--- src/rtl/muldiv_sequencer_pkg.sv ---
// Shared definitions for the RV32M multiply/divide sequencer: op codes, FSM states, op-class helpers.
package muldiv_sequencer_pkg;

   localparam logic [4:0] M_MUL    = 5'b01000;
   localparam logic [4:0] M_MULH   = 5'b01001;
   localparam logic [4:0] M_MULHU  = 5'b01010;
   localparam logic [4:0] M_MULHSU = 5'b01011;
   localparam logic [4:0] M_DIV    = 5'b01100;
   localparam logic [4:0] M_DIVU   = 5'b01101;
   localparam logic [4:0] M_REM    = 5'b01110;
   localparam logic [4:0] M_REMU   = 5'b01111;

   typedef enum logic [2:0] {
      ST_IDLE     = 3'd0,
      ST_MUL_WAIT = 3'd1,
      ST_DIV_RUN  = 3'd2,
      ST_DIV_FIX  = 3'd3,
      ST_FIN      = 3'd4
   } state_e;

   function automatic logic is_mop(input logic [4:0] op);
      return (op[4:3] == 2'b01);
   endfunction

   function automatic logic is_div(input logic [4:0] op);
      return op[2];
   endfunction

   function automatic logic is_rem(input logic [4:0] op);
      return op[2] & op[1];
   endfunction

   // DIV and REM are the signed division ops (bit 0 clear).
   function automatic logic is_signed_div(input logic [4:0] op);
      return op[2] & ~op[0];
   endfunction

   // Full 64-bit product; bits [1:0] of the op select operand signedness.
   function automatic logic [63:0] mul_full(input logic [1:0] sel, input logic [31:0] a,
                                            input logic [31:0] b);
      logic [63:0] ext_a;
      logic [63:0] ext_b;
      ext_a = (sel == 2'b10) ? {32'd0, a} : {{32{a[31]}}, a};
      ext_b = sel[1] ? {32'd0, b} : {{32{b[31]}}, b};
      return ext_a * ext_b;
   endfunction

   function automatic logic [4:0] partner_op(input logic [4:0] op);
      case (op)
         M_MUL:   return M_MULH;
         M_MULH:  return M_MUL;
         M_DIV:   return M_REM;
         M_REM:   return M_DIV;
         M_DIVU:  return M_REMU;
         M_REMU:  return M_DIVU;
         default: return 5'b00000;
      endcase
   endfunction

endpackage

--- src/rtl/muldiv_sequencer_if.sv ---
// Request/response bundle between the EX stage and the multiply/divide sequencer.
interface muldiv_sequencer_if;
   logic        start;
   logic [4:0]  aluop;
   logic [31:0] op_a;
   logic [31:0] op_b;
   logic        flush;
   logic [31:0] result;
   logic        done;
   logic        busy_wait;

   modport master (output start, aluop, op_a, op_b, flush, input result, done, busy_wait);
   modport slave  (input start, aluop, op_a, op_b, flush, output result, done, busy_wait);
endinterface

--- src/rtl/muldiv_sequencer_div_iter_core.sv ---
// Unsigned restoring divider datapath: one quotient bit per step, 32 steps after load.
module div_iter_core (
   input  logic        clk_i,
   input  logic        rst_ni,
   input  logic        load_i,
   input  logic        step_i,
   input  logic [31:0] dividend_i,
   input  logic [31:0] divisor_i,
   output logic [31:0] quot_o,
   output logic [31:0] rem_o
);
   logic [31:0] quot_q, quot_d;
   logic [31:0] rem_q, rem_d;
   logic [31:0] dvs_q, dvs_d;
   logic [32:0] shifted_s;
   logic [32:0] diff_s;

   // Quotient register doubles as dividend shifter; a borrow in bit 32 means restore.
   always_comb begin
      quot_d    = quot_q;
      rem_d     = rem_q;
      dvs_d     = dvs_q;
      shifted_s = {rem_q, quot_q[31]};
      diff_s    = shifted_s - {1'b0, dvs_q};
      if (load_i) begin
         quot_d = dividend_i;
         rem_d  = 32'd0;
         dvs_d  = divisor_i;
      end else if (step_i && !diff_s[32]) begin
         rem_d  = diff_s[31:0];
         quot_d = {quot_q[30:0], 1'b1};
      end else if (step_i) begin
         rem_d  = shifted_s[31:0];
         quot_d = {quot_q[30:0], 1'b0};
      end else begin
         quot_d = quot_q;
      end
   end

   // Datapath registers.
   always_ff @(posedge clk_i or negedge rst_ni) begin
      if (!rst_ni) begin
         quot_q <= 32'd0;
         rem_q  <= 32'd0;
         dvs_q  <= 32'd0;
      end else begin
         quot_q <= quot_d;
         rem_q  <= rem_d;
         dvs_q  <= dvs_d;
      end
   end

   assign quot_o = quot_q;
   assign rem_o  = rem_q;
endmodule

--- src/rtl/muldiv_sequencer.sv ---
// RV32M sequencer: latency-modelled multiplier and restoring divider behind a DONE/BUSY_WAIT handshake.
// Optional MULDIV_REUSE_EN keeps the other result half so a matching partner op completes in one cycle.
module muldiv_sequencer
   import muldiv_sequencer_pkg::*;
#(
   parameter int MUL_LATENCY = 2,
   parameter int XLEN        = 32
) (
   input logic               clk_i,
   input logic               rst_ni,
   muldiv_sequencer_if.slave bus
);
   localparam logic [4:0] MUL_LAST_CNT = 5'(MUL_LATENCY > 1 ? MUL_LATENCY - 2 : 0);

   state_e            state_q, state_d;
   logic [4:0]        op_q, op_d;
   logic [XLEN-1:0]   a_q, a_d, b_q, b_d;
   logic [4:0]        cnt_q, cnt_d;
   logic              quot_neg_q, quot_neg_d, rem_neg_q, rem_neg_d;
   logic [XLEN-1:0]   result_q;

   logic              accept_s, sdiv_s, div_zero_s, div_ovf_s;
   logic              div_load_s, div_step_s, fin_load_s, reuse_hit_s;
   logic [4:0]        fin_op_s;
   logic [XLEN-1:0]   fin_a_s, fin_b_s, fin_result_s, reuse_other_s;
   logic [63:0]       prod_s;
   logic [XLEN-1:0]   mul_res_s, mag_a_s, mag_b_s, sp_quot_s, sp_rem_s;
   logic [XLEN-1:0]   core_quot_s, core_rem_s, quot_fix_s, rem_fix_s;

   assign accept_s   = (state_q == ST_IDLE) & bus.start & is_mop(bus.aluop) & ~bus.flush;
   assign sdiv_s     = is_signed_div(bus.aluop);
   assign div_zero_s = (bus.op_b == 32'd0);
   assign div_ovf_s  = sdiv_s & (bus.op_a == 32'h8000_0000) & (bus.op_b == 32'hFFFF_FFFF);
   assign sp_quot_s  = div_zero_s ? 32'hFFFF_FFFF : 32'h8000_0000;
   assign sp_rem_s   = div_zero_s ? bus.op_a : 32'd0;
   assign mag_a_s    = (sdiv_s & bus.op_a[31]) ? (32'd0 - bus.op_a) : bus.op_a;
   assign mag_b_s    = (sdiv_s & bus.op_b[31]) ? (32'd0 - bus.op_b) : bus.op_b;

   // In IDLE the live bus operands feed the single multiplier; afterwards the captured ones do.
   assign fin_op_s   = (state_q == ST_IDLE) ? bus.aluop : op_q;
   assign fin_a_s    = (state_q == ST_IDLE) ? bus.op_a  : a_q;
   assign fin_b_s    = (state_q == ST_IDLE) ? bus.op_b  : b_q;
   assign prod_s     = mul_full(fin_op_s[1:0], fin_a_s, fin_b_s);
   assign mul_res_s  = (fin_op_s == M_MUL) ? prod_s[31:0] : prod_s[63:32];
   assign quot_fix_s = quot_neg_q ? (32'd0 - core_quot_s) : core_quot_s;
   assign rem_fix_s  = rem_neg_q  ? (32'd0 - core_rem_s)  : core_rem_s;

   div_iter_core u_div (
      .clk_i      (clk_i),
      .rst_ni     (rst_ni),
      .load_i     (div_load_s),
      .step_i     (div_step_s),
      .dividend_i (mag_a_s),
      .divisor_i  (mag_b_s),
      .quot_o     (core_quot_s),
      .rem_o      (core_rem_s)
   );

   // Next-state, operand capture and result selection; FLUSH overrides everything.
   always_comb begin
      state_d      = state_q;
      op_d         = op_q;
      a_d          = a_q;
      b_d          = b_q;
      cnt_d        = cnt_q;
      quot_neg_d   = quot_neg_q;
      rem_neg_d    = rem_neg_q;
      div_load_s   = 1'b0;
      div_step_s   = 1'b0;
      fin_load_s   = 1'b0;
      fin_result_s = result_q;
      if (bus.flush) begin
         state_d = ST_IDLE;
         cnt_d   = 5'd0;
      end else begin
         case (state_q)
            ST_IDLE: begin
               if (accept_s) begin
                  op_d       = bus.aluop;
                  a_d        = bus.op_a;
                  b_d        = bus.op_b;
                  cnt_d      = 5'd0;
                  quot_neg_d = sdiv_s & (bus.op_a[31] ^ bus.op_b[31]);
                  rem_neg_d  = sdiv_s & bus.op_a[31];
                  if (reuse_hit_s) begin
                     state_d      = ST_FIN;
                     fin_load_s   = 1'b1;
                     fin_result_s = reuse_other_s;
                  end else if (is_div(bus.aluop) && (div_zero_s || div_ovf_s)) begin
                     state_d      = ST_FIN;
                     fin_load_s   = 1'b1;
                     fin_result_s = is_rem(bus.aluop) ? sp_rem_s : sp_quot_s;
                  end else if (is_div(bus.aluop)) begin
                     state_d    = ST_DIV_RUN;
                     div_load_s = 1'b1;
                  end else if (MUL_LATENCY == 1) begin
                     state_d      = ST_FIN;
                     fin_load_s   = 1'b1;
                     fin_result_s = mul_res_s;
                  end else begin
                     state_d = ST_MUL_WAIT;
                  end
               end else begin
                  state_d = ST_IDLE;
               end
            end
            ST_MUL_WAIT: begin
               if (cnt_q == MUL_LAST_CNT) begin
                  state_d      = ST_FIN;
                  cnt_d        = 5'd0;
                  fin_load_s   = 1'b1;
                  fin_result_s = mul_res_s;
               end else begin
                  cnt_d = cnt_q + 5'd1;
               end
            end
            ST_DIV_RUN: begin
               div_step_s = 1'b1;
               if (cnt_q == 5'd31) begin
                  state_d = ST_DIV_FIX;
                  cnt_d   = 5'd0;
               end else begin
                  cnt_d = cnt_q + 5'd1;
               end
            end
            ST_DIV_FIX: begin
               state_d      = ST_FIN;
               fin_load_s   = 1'b1;
               fin_result_s = is_rem(op_q) ? rem_fix_s : quot_fix_s;
            end
            ST_FIN:  state_d = ST_IDLE;
            default: state_d = ST_IDLE;
         endcase
      end
   end

   // Sequencer state and result registers.
   always_ff @(posedge clk_i or negedge rst_ni) begin
      if (!rst_ni) begin
         state_q    <= ST_IDLE;
         op_q       <= 5'd0;
         a_q        <= 32'd0;
         b_q        <= 32'd0;
         cnt_q      <= 5'd0;
         quot_neg_q <= 1'b0;
         rem_neg_q  <= 1'b0;
         result_q   <= 32'd0;
      end else begin
         state_q    <= state_d;
         op_q       <= op_d;
         a_q        <= a_d;
         b_q        <= b_d;
         cnt_q      <= cnt_d;
         quot_neg_q <= quot_neg_d;
         rem_neg_q  <= rem_neg_d;
         if (fin_load_s) begin
            result_q <= fin_result_s;
         end
      end
   end

`ifdef MULDIV_REUSE_EN
   logic            saved_valid_q;
   logic [4:0]      saved_op_q;
   logic [XLEN-1:0] saved_a_q, saved_b_q, saved_other_q, fin_other_s;

   assign reuse_hit_s   = saved_valid_q & (partner_op(saved_op_q) == bus.aluop) &
                          (saved_a_q == bus.op_a) & (saved_b_q == bus.op_b);
   assign reuse_other_s = saved_other_q;

   // The half not returned by the op that is completing; on a reuse hit that is the previous result.
   always_comb begin
      fin_other_s = result_q;
      if (state_q == ST_DIV_FIX) begin
         fin_other_s = is_rem(op_q) ? quot_fix_s : rem_fix_s;
      end else if ((state_q == ST_IDLE) && reuse_hit_s) begin
         fin_other_s = result_q;
      end else if (is_div(fin_op_s)) begin
         fin_other_s = is_rem(fin_op_s) ? sp_quot_s : sp_rem_s;
      end else if (fin_op_s == M_MUL) begin
         fin_other_s = prod_s[63:32];
      end else begin
         fin_other_s = prod_s[31:0];
      end
   end

   // Saved-half record; FLUSH invalidates it.
   always_ff @(posedge clk_i or negedge rst_ni) begin
      if (!rst_ni) begin
         saved_valid_q <= 1'b0;
         saved_op_q    <= 5'd0;
         saved_a_q     <= 32'd0;
         saved_b_q     <= 32'd0;
         saved_other_q <= 32'd0;
      end else if (bus.flush) begin
         saved_valid_q <= 1'b0;
      end else if (fin_load_s) begin
         saved_valid_q <= 1'b1;
         saved_op_q    <= fin_op_s;
         saved_a_q     <= fin_a_s;
         saved_b_q     <= fin_b_s;
         saved_other_q <= fin_other_s;
      end
   end
`else
   assign reuse_hit_s   = 1'b0;
   assign reuse_other_s = 32'd0;
`endif

   assign bus.result    = result_q;
   assign bus.done      = (state_q == ST_FIN);
   assign bus.busy_wait = rst_ni & ~bus.flush &
                          (((state_q == ST_IDLE) & bus.start & is_mop(bus.aluop)) |
                           (state_q == ST_MUL_WAIT) | (state_q == ST_DIV_RUN) |
                           (state_q == ST_DIV_FIX));
endmodule

--- src/flat_wrapper.sv ---
// flat-port wrapper written by rule: the top's interface ports become plain ports
module muldiv_sequencer_flat import muldiv_sequencer_pkg::*;
#(
   parameter int MUL_LATENCY = 2,
   parameter int XLEN        = 32
)
  (clk_i, rst_ni, bus_start, bus_aluop, bus_op_a, bus_op_b, bus_flush, bus_result, bus_done, bus_busy_wait);
  muldiv_sequencer_if bus_i ();
  input logic clk_i;
  input logic rst_ni;
  input wire logic [$bits(bus_i.start)-1:0] bus_start;
  input wire logic [$bits(bus_i.aluop)-1:0] bus_aluop;
  input wire logic [$bits(bus_i.op_a)-1:0] bus_op_a;
  input wire logic [$bits(bus_i.op_b)-1:0] bus_op_b;
  input wire logic [$bits(bus_i.flush)-1:0] bus_flush;
  output wire logic [$bits(bus_i.result)-1:0] bus_result;
  output wire logic [$bits(bus_i.done)-1:0] bus_done;
  output wire logic [$bits(bus_i.busy_wait)-1:0] bus_busy_wait;
  assign bus_i.start = bus_start;
  assign bus_i.aluop = bus_aluop;
  assign bus_i.op_a = bus_op_a;
  assign bus_i.op_b = bus_op_b;
  assign bus_i.flush = bus_flush;
  assign bus_result = bus_i.result;
  assign bus_done = bus_i.done;
  assign bus_busy_wait = bus_i.busy_wait;
  muldiv_sequencer #(.MUL_LATENCY(MUL_LATENCY), .XLEN(XLEN)) u_core (.clk_i(clk_i), .rst_ni(rst_ni), .bus(bus_i));
endmodule
--- config.mk ---
export PLATFORM = sky130hd
export DESIGN_NAME = muldiv_sequencer_flat
export DESIGN_NICKNAME = d
export VERILOG_FILES = /design/src/rtl/muldiv_sequencer_pkg.sv /design/src/rtl/muldiv_sequencer_if.sv /design/src/rtl/muldiv_sequencer_div_iter_core.sv /design/src/rtl/muldiv_sequencer.sv /design/src/flat_wrapper.sv
export SDC_FILE = /design/constraint.sdc
export NUM_CORES = 2
export LEC_CHECK = 0
export BUFFER_PORTS_ARGS = -buffer_cell sky130_fd_sc_hd__buf_2
export CAP_MARGIN = 20
export CORE_MARGIN = 2
export CORE_UTILIZATION = 55
export CTS_CLUSTER_SIZE = 14
export DETAILED_ROUTE_END_ITERATION = 12
export PLACE_DENSITY = 0.81
export SYNTH_ARGS = -nofsm -noshare
export SYNTH_HDL_FRONTEND = slang
export SYNTH_SLANG_ARGS = --single-unit
--- constraint.sdc ---
create_clock -name clk_i -period 12.1 [get_ports clk_i]
set_input_delay 1.815 -clock clk_i [delete_from_list [all_inputs] [get_ports clk_i]]
set_output_delay 1.815 -clock clk_i [all_outputs]
set_load 0.03 [all_outputs]
* Yosys cells after proc, flatten, opt, wreduce, memory -nomap -nowiden
Index checks and enable logic that the tools add are counted.
** Cells by class
- Multiply operators :: 1
- Divide/modulo/power cells :: 0
- Multiplexer cells :: 48
- $add $sub $neg :: 6
- Eq/ne operators :: 16
- Bitwise logic cells :: 19
- Reductions and logical operators :: 14
- Magnitude comparators :: 0
- Shifts and indexed selects :: 0
** Operators with widths (count)
- two-way mux 32 bit :: 19
- two-way mux 64 bit :: 2
- subtractor 1 x 32 -> 32 bit, first input constant :: 4
- one-hot mux 32 bit (3 select lines) :: 1
- == test 32 bit, second input constant :: 2
- multiplier 64 x 64 -> 64 bit :: 1
- subtractor 33 x 32 -> 33 bit :: 1
- zero test 32 bit :: 1
- two-way mux 31 bit :: 1
- two-way mux 5 bit :: 5
- two-way mux 3 bit :: 5
- one-hot mux 5 bit (3 select lines) :: 1
- bitwise AND 1 bit :: 13
- one-hot mux 3 bit (4 select lines) :: 1
- two-way mux 1 bit :: 11
- inequality test 3 x 2 -> 1 bit, second input constant :: 3
- == test 3 x 2 -> 1 bit, second input constant :: 2
- AND reduction 6 bit :: 1
- nonzero test 3 bit :: 2
- adder 5 x 1 -> 5 bit, second input constant :: 1
- == test 5 x 4 -> 1 bit, second input constant :: 1
- == test 5 bit, second input constant :: 1
- zero test 5 bit :: 1
- inequality test 2 x 1 -> 1 bit, second input constant :: 2
- 17 further kinds :: 22
** Storage, ports and cells
- Register bits after elaboration :: 207
- Bits in writable memories :: 0
- Bits in latches :: 0
- Memories kept :: 0
- Output and inout port bits :: 34
- Word-level logic and storage cells :: 115
- Bits in read-only memories :: 0

* Longest topological paths before layout
- Depth after elaboration :: 11
- Depth in mapped cells :: 42
- Gate-level depth less buffers :: 36

* Hierarchy
A second synthesis with hierarchy kept.
** Second synthesis, totals
- Cells, all modules :: 6967
- Area, all modules :: 62528.7 um^2
** Modules (own cells, without submodules)
- muldiv_sequencer :: area an instance 56340.3 um^2, sequential area each 2777.7 um^2, cells each 6247, times used 1
- div_iter_core :: area an instance 6188.4 um^2, sequential area each 2402.3 um^2, cells each 720, times used 1

* Least setup slack after synthesis
Ideal clock, no wire load.
- Path type :: in2reg
- From :: in bus_op_a[31]
- To :: reg u_core.result_q[31], in the netlist u_core.bus.result[31]
- Path buffers :: 3
- Data arrival time :: 10.838 ns
- Stages :: 30
- Required time :: 11.974 ns
- Setup slack :: 1.136 ns
- Cells stage by stage :: clkbuf_1 o211ai_1 o21ai_1 clkbuf_1 nand2_1 fa_1 fa_1 inv_1 fa_1 fa_1 fa_1 fa_1 fa_1 fa_1 fa_1 inv_1 fa_1 inv_1 ha_1 clkbuf_1 a21o_1 a21o_1 a221oi_1 o21ai_0 a21oi_1 o41ai_2 a211oi_1 xnor2_1 a21oi_1 o32a_1
** Between the ends
- Longest elaborated chain between the ends :: 10
- Elaborated cells on any way between the ends :: 21
** Ends and longest elaborated chain
- start, declared :: line flat_wrapper.sv:13 : input wire logic [$bits(bus_i.op_a)-1:0] bus_op_a;
- parallel branches: the longest is 10 deep, another holds multiplier 64 x 64 -> 64 bit
- end signal, assigned :: line muldiv_sequencer.sv:157 : result_q <= fin_result_s;
- end, declared :: line muldiv_sequencer.sv:20 : logic [XLEN-1:0] result_q;
Parallel ways; which one is timed is not known. The select of a mux whose other input is x is not followed.
A chain may end at the register's enable or synchronous reset.

* Worst setup path after layout
- From :: in bus_op_a[31]
- To :: reg u_core.result_q[30], in the netlist u_core.bus.result[30]
Same word-level chain as after synthesis.

==> results.md <==
- TritonRoute pass-1 iters: 6
- Worst setup EP type: register
- Adder-cell share of the synthesized area: 0.534
- Layout Nets: between 8000 and 9000
- Synth Instances: 6941
- Final setup fails: 0
- HPWL after DPL: 190000 um
- Crit path launch type: primary input
- Worst slew margin: 0.160
- CP Data Required Time: 12530 ps
- Worst-Margin Slew: 1240 ps
- Fin Clk Skew: 24.0 ps
- Post-synthesis mux area share: 0.0247
- Yosys top cell area share: 0.463
- CTS Hold Bufs: 0
- Most instantiated library cell after synthesis: inv_1
- Synth-to-layout area growth: 6.62%
- Worst-path maximum fanout: 10
- Synth area leader: fa_1
- Post-Synth XOR/XNOR Area: 0.0354
- GPL Wtd Cong: 1.09
- Post-synthesis simple-gate area fraction: 0.131
- First-pass GRT wire length: roughly 340000 um
- Root buffer cell: clkbuf_16
- Yosys reg bits: 207
- Ys async rst share: 1.00
- Synth top area cells: fa_1 (46%), inv_1 (9.8%), dfrtp_1 (8.4%), ha_1 (7.1%), nand2_1 (5.4%)
- Count of buffers from port buffering: 106
- Min Tclk post-route: 11490 ps
- Max Buffers Root-to-Sink: 3
- Predominant post-synthesis flop cell: dfrtp_1
- CP most frequent cell: fa_1
- Total grt overflow: 0
- Die span in y: around 340 um
- Gr usage total: 0.408
- Final wirelength: between 200000 and 250000 um
- Max cap viols: 0
- Share of layout cells above drive strength 1: 0.0774
- Initial Util: 0.555
- Initial antenna violation count: 8
- Top cells by count, synth: inv_1 (1598), fa_1 (1420), nand2_1 (879)
- Syn nets: around 8800
- Sequential area share after synthesis: 0.0843
- Vias: roughly 51000
- Htree depth: 1
- Max-slew violations: 0
- CTS tree: built
- Vias per cell: 5.99
- Routed wire length per instance: 26.9 um
- RSZ-0062 raised after global routing: no
- Ports: 107
- Hold Crit Class: register to register
- Average size of a mapped cell: 8.85 sq um
- Fin cells: 8498
- Cts repair resizes: 0
- DR DRC count: 0
- Number of flops mapped to enable cells by yosys: 0
- Placeable Area: roughly 110000 sq um
- Crit path DAT: ~12000 ps
- Total negative slack: 0 ps
- Worst-Skew Late Latency: 590 ps
- Vias in the first global route: 54700
- Ys Warns: 0
- Core Rows: 122
- Largest family of logic cells by synthesized area: adder cells
- CP Class: primary input to register
- Compound-cell area share of the yosys netlist: 0.0734
- CTS Buf Count: 24
- Post-CTS setup buffers: 0
- Distinct cells, synth: 82
- Slowest cell on crit path: fa_1
- Clock transition at path regs: approximately 60 ps
- Fin crit share: 0.949
- CTS Sinks: 207
- Largest net degree at the start of global routing: 140
- Detailed Route Iter0 Violations: 5428
- Placed instance count: ~8400
- Run status: complete, no violations
- F_max: 87.1 MHz
- Reg2reg setup slack: 810 ps
- Post-DRT Antenna Nets: 0
- Mapped Area: 61400 sq um
- Die area: 114000 sq um
- Die Wd: 338 um
- Hold Vio Cnt, Final: 0
- Critical Path Max Stage Delay: 880 ps
## worst paths after layout
path,cells after the start,start,end
max reg2reg,30,u_core.state_q[1],u_core.bus.result[30]
max in group asynchronous,2,rst_ni,u_core.a_q[20]
max,29,bus_op_a[31],u_core.bus.result[30]
min reg2reg,2,u_core.bus.result[18],u_core.bus.result[18]
min,2,u_core.bus.result[18],u_core.bus.result[18]
min in group asynchronous,1,rst_ni,u_core.b_q[9]
## placed cells by master (no fill, tap or decap), types with 28 or more instances in the layout
master	instances
a21o_1	41
a21oi_1	189
buf_2	105
buf_4	217
dfrtp_1	207
fa_1	1420
ha_1	348
inv_1	1598
mux2_2	61
mux2i_1	31
mux2i_2	41
nand2_1	878
nand3_1	40
nand4_1	32
nor2_1	789
nor3_1	45
o21ai_0	215
o31ai_1	28
xnor2_1	143
xor2_1	105
## state kept, by name (all words and copies together), names as in the netlist
signal / count
u_core.cnt_q: 5
u_core.b_q: 32
u_core.op_q: 5
u_core.u_div.dvs_q: 32
u_core.rem_neg_q: 1
u_core.u_div.rem_o: 32
u_core.quot_neg_q: 1
u_core.a_q: 32
u_core.state_q: 3
u_core.bus.result: 32
u_core.u_div.quot_o: 32
## cells by family (layout without fill, tap and decap cells)
group	after synthesis	in the layout
adder cells (fa/ha/maj)	1768	1768
buffers and inverters	1911	1971
XOR/XNOR	248	248
other	0	9
flip-flops	207	207
multiplexers	144	144
AO/OA/AOI/OAI	714	714
AND/OR/NAND/NOR	1949	1949
## per-layer routing
metal  routed length [um]  share of wire  GRT usage
met5                   71        0.00031          0
met2               101000           0.44      0.626
met4                24400           0.11      0.336
met3                27000           0.12      0.115
met1                76500           0.33      0.477
## layout make-up
type | instances | area [sq um]
Multi-Input combinational cell | 4823 | 49300
Tap cell | 1488 | 1860
Inverter | 1599 | 6000
Fill cell | 9605 | 45200
Sequential cell | 207 | 5180
Clock buffer | 33 | 714
Timing Repair Buffer | 329 | 2290
Clock inverter | 10 | 95.1
Antenna cell | 9 | 22.5
## worst max-delay path: cells and delay by family
| kind | cells | cell delay (ps) |
|---|---|---|
| AOI/OAI and AO/OA | 9 | 1930 |
| adders and majority gates | 11 | 6410 |
| buffers and inverters | 6 | 990 |
| and+or+nand+nor | 3 | 740 |
## through the flow
step / cell area [sq um] / utilization / setup WS [ps] / hold slack (ps)
after floorplan: 61400 / - / 1140 / 434
after global placement: 64700 / 0.584 / 285 / 463
after detailed placement: 64700 / 0.584 / 175 / 466
after CTS: 65500 / 0.592 / 753 / 480
after global routing: 65500 / 0.592 / 402 / 511
final: 65500 / 0.592 / 615 / 480
Power is left out: the tool's default activity adds up to more than one toggle a clock period on the data nets, which glitch-free logic cannot reach.
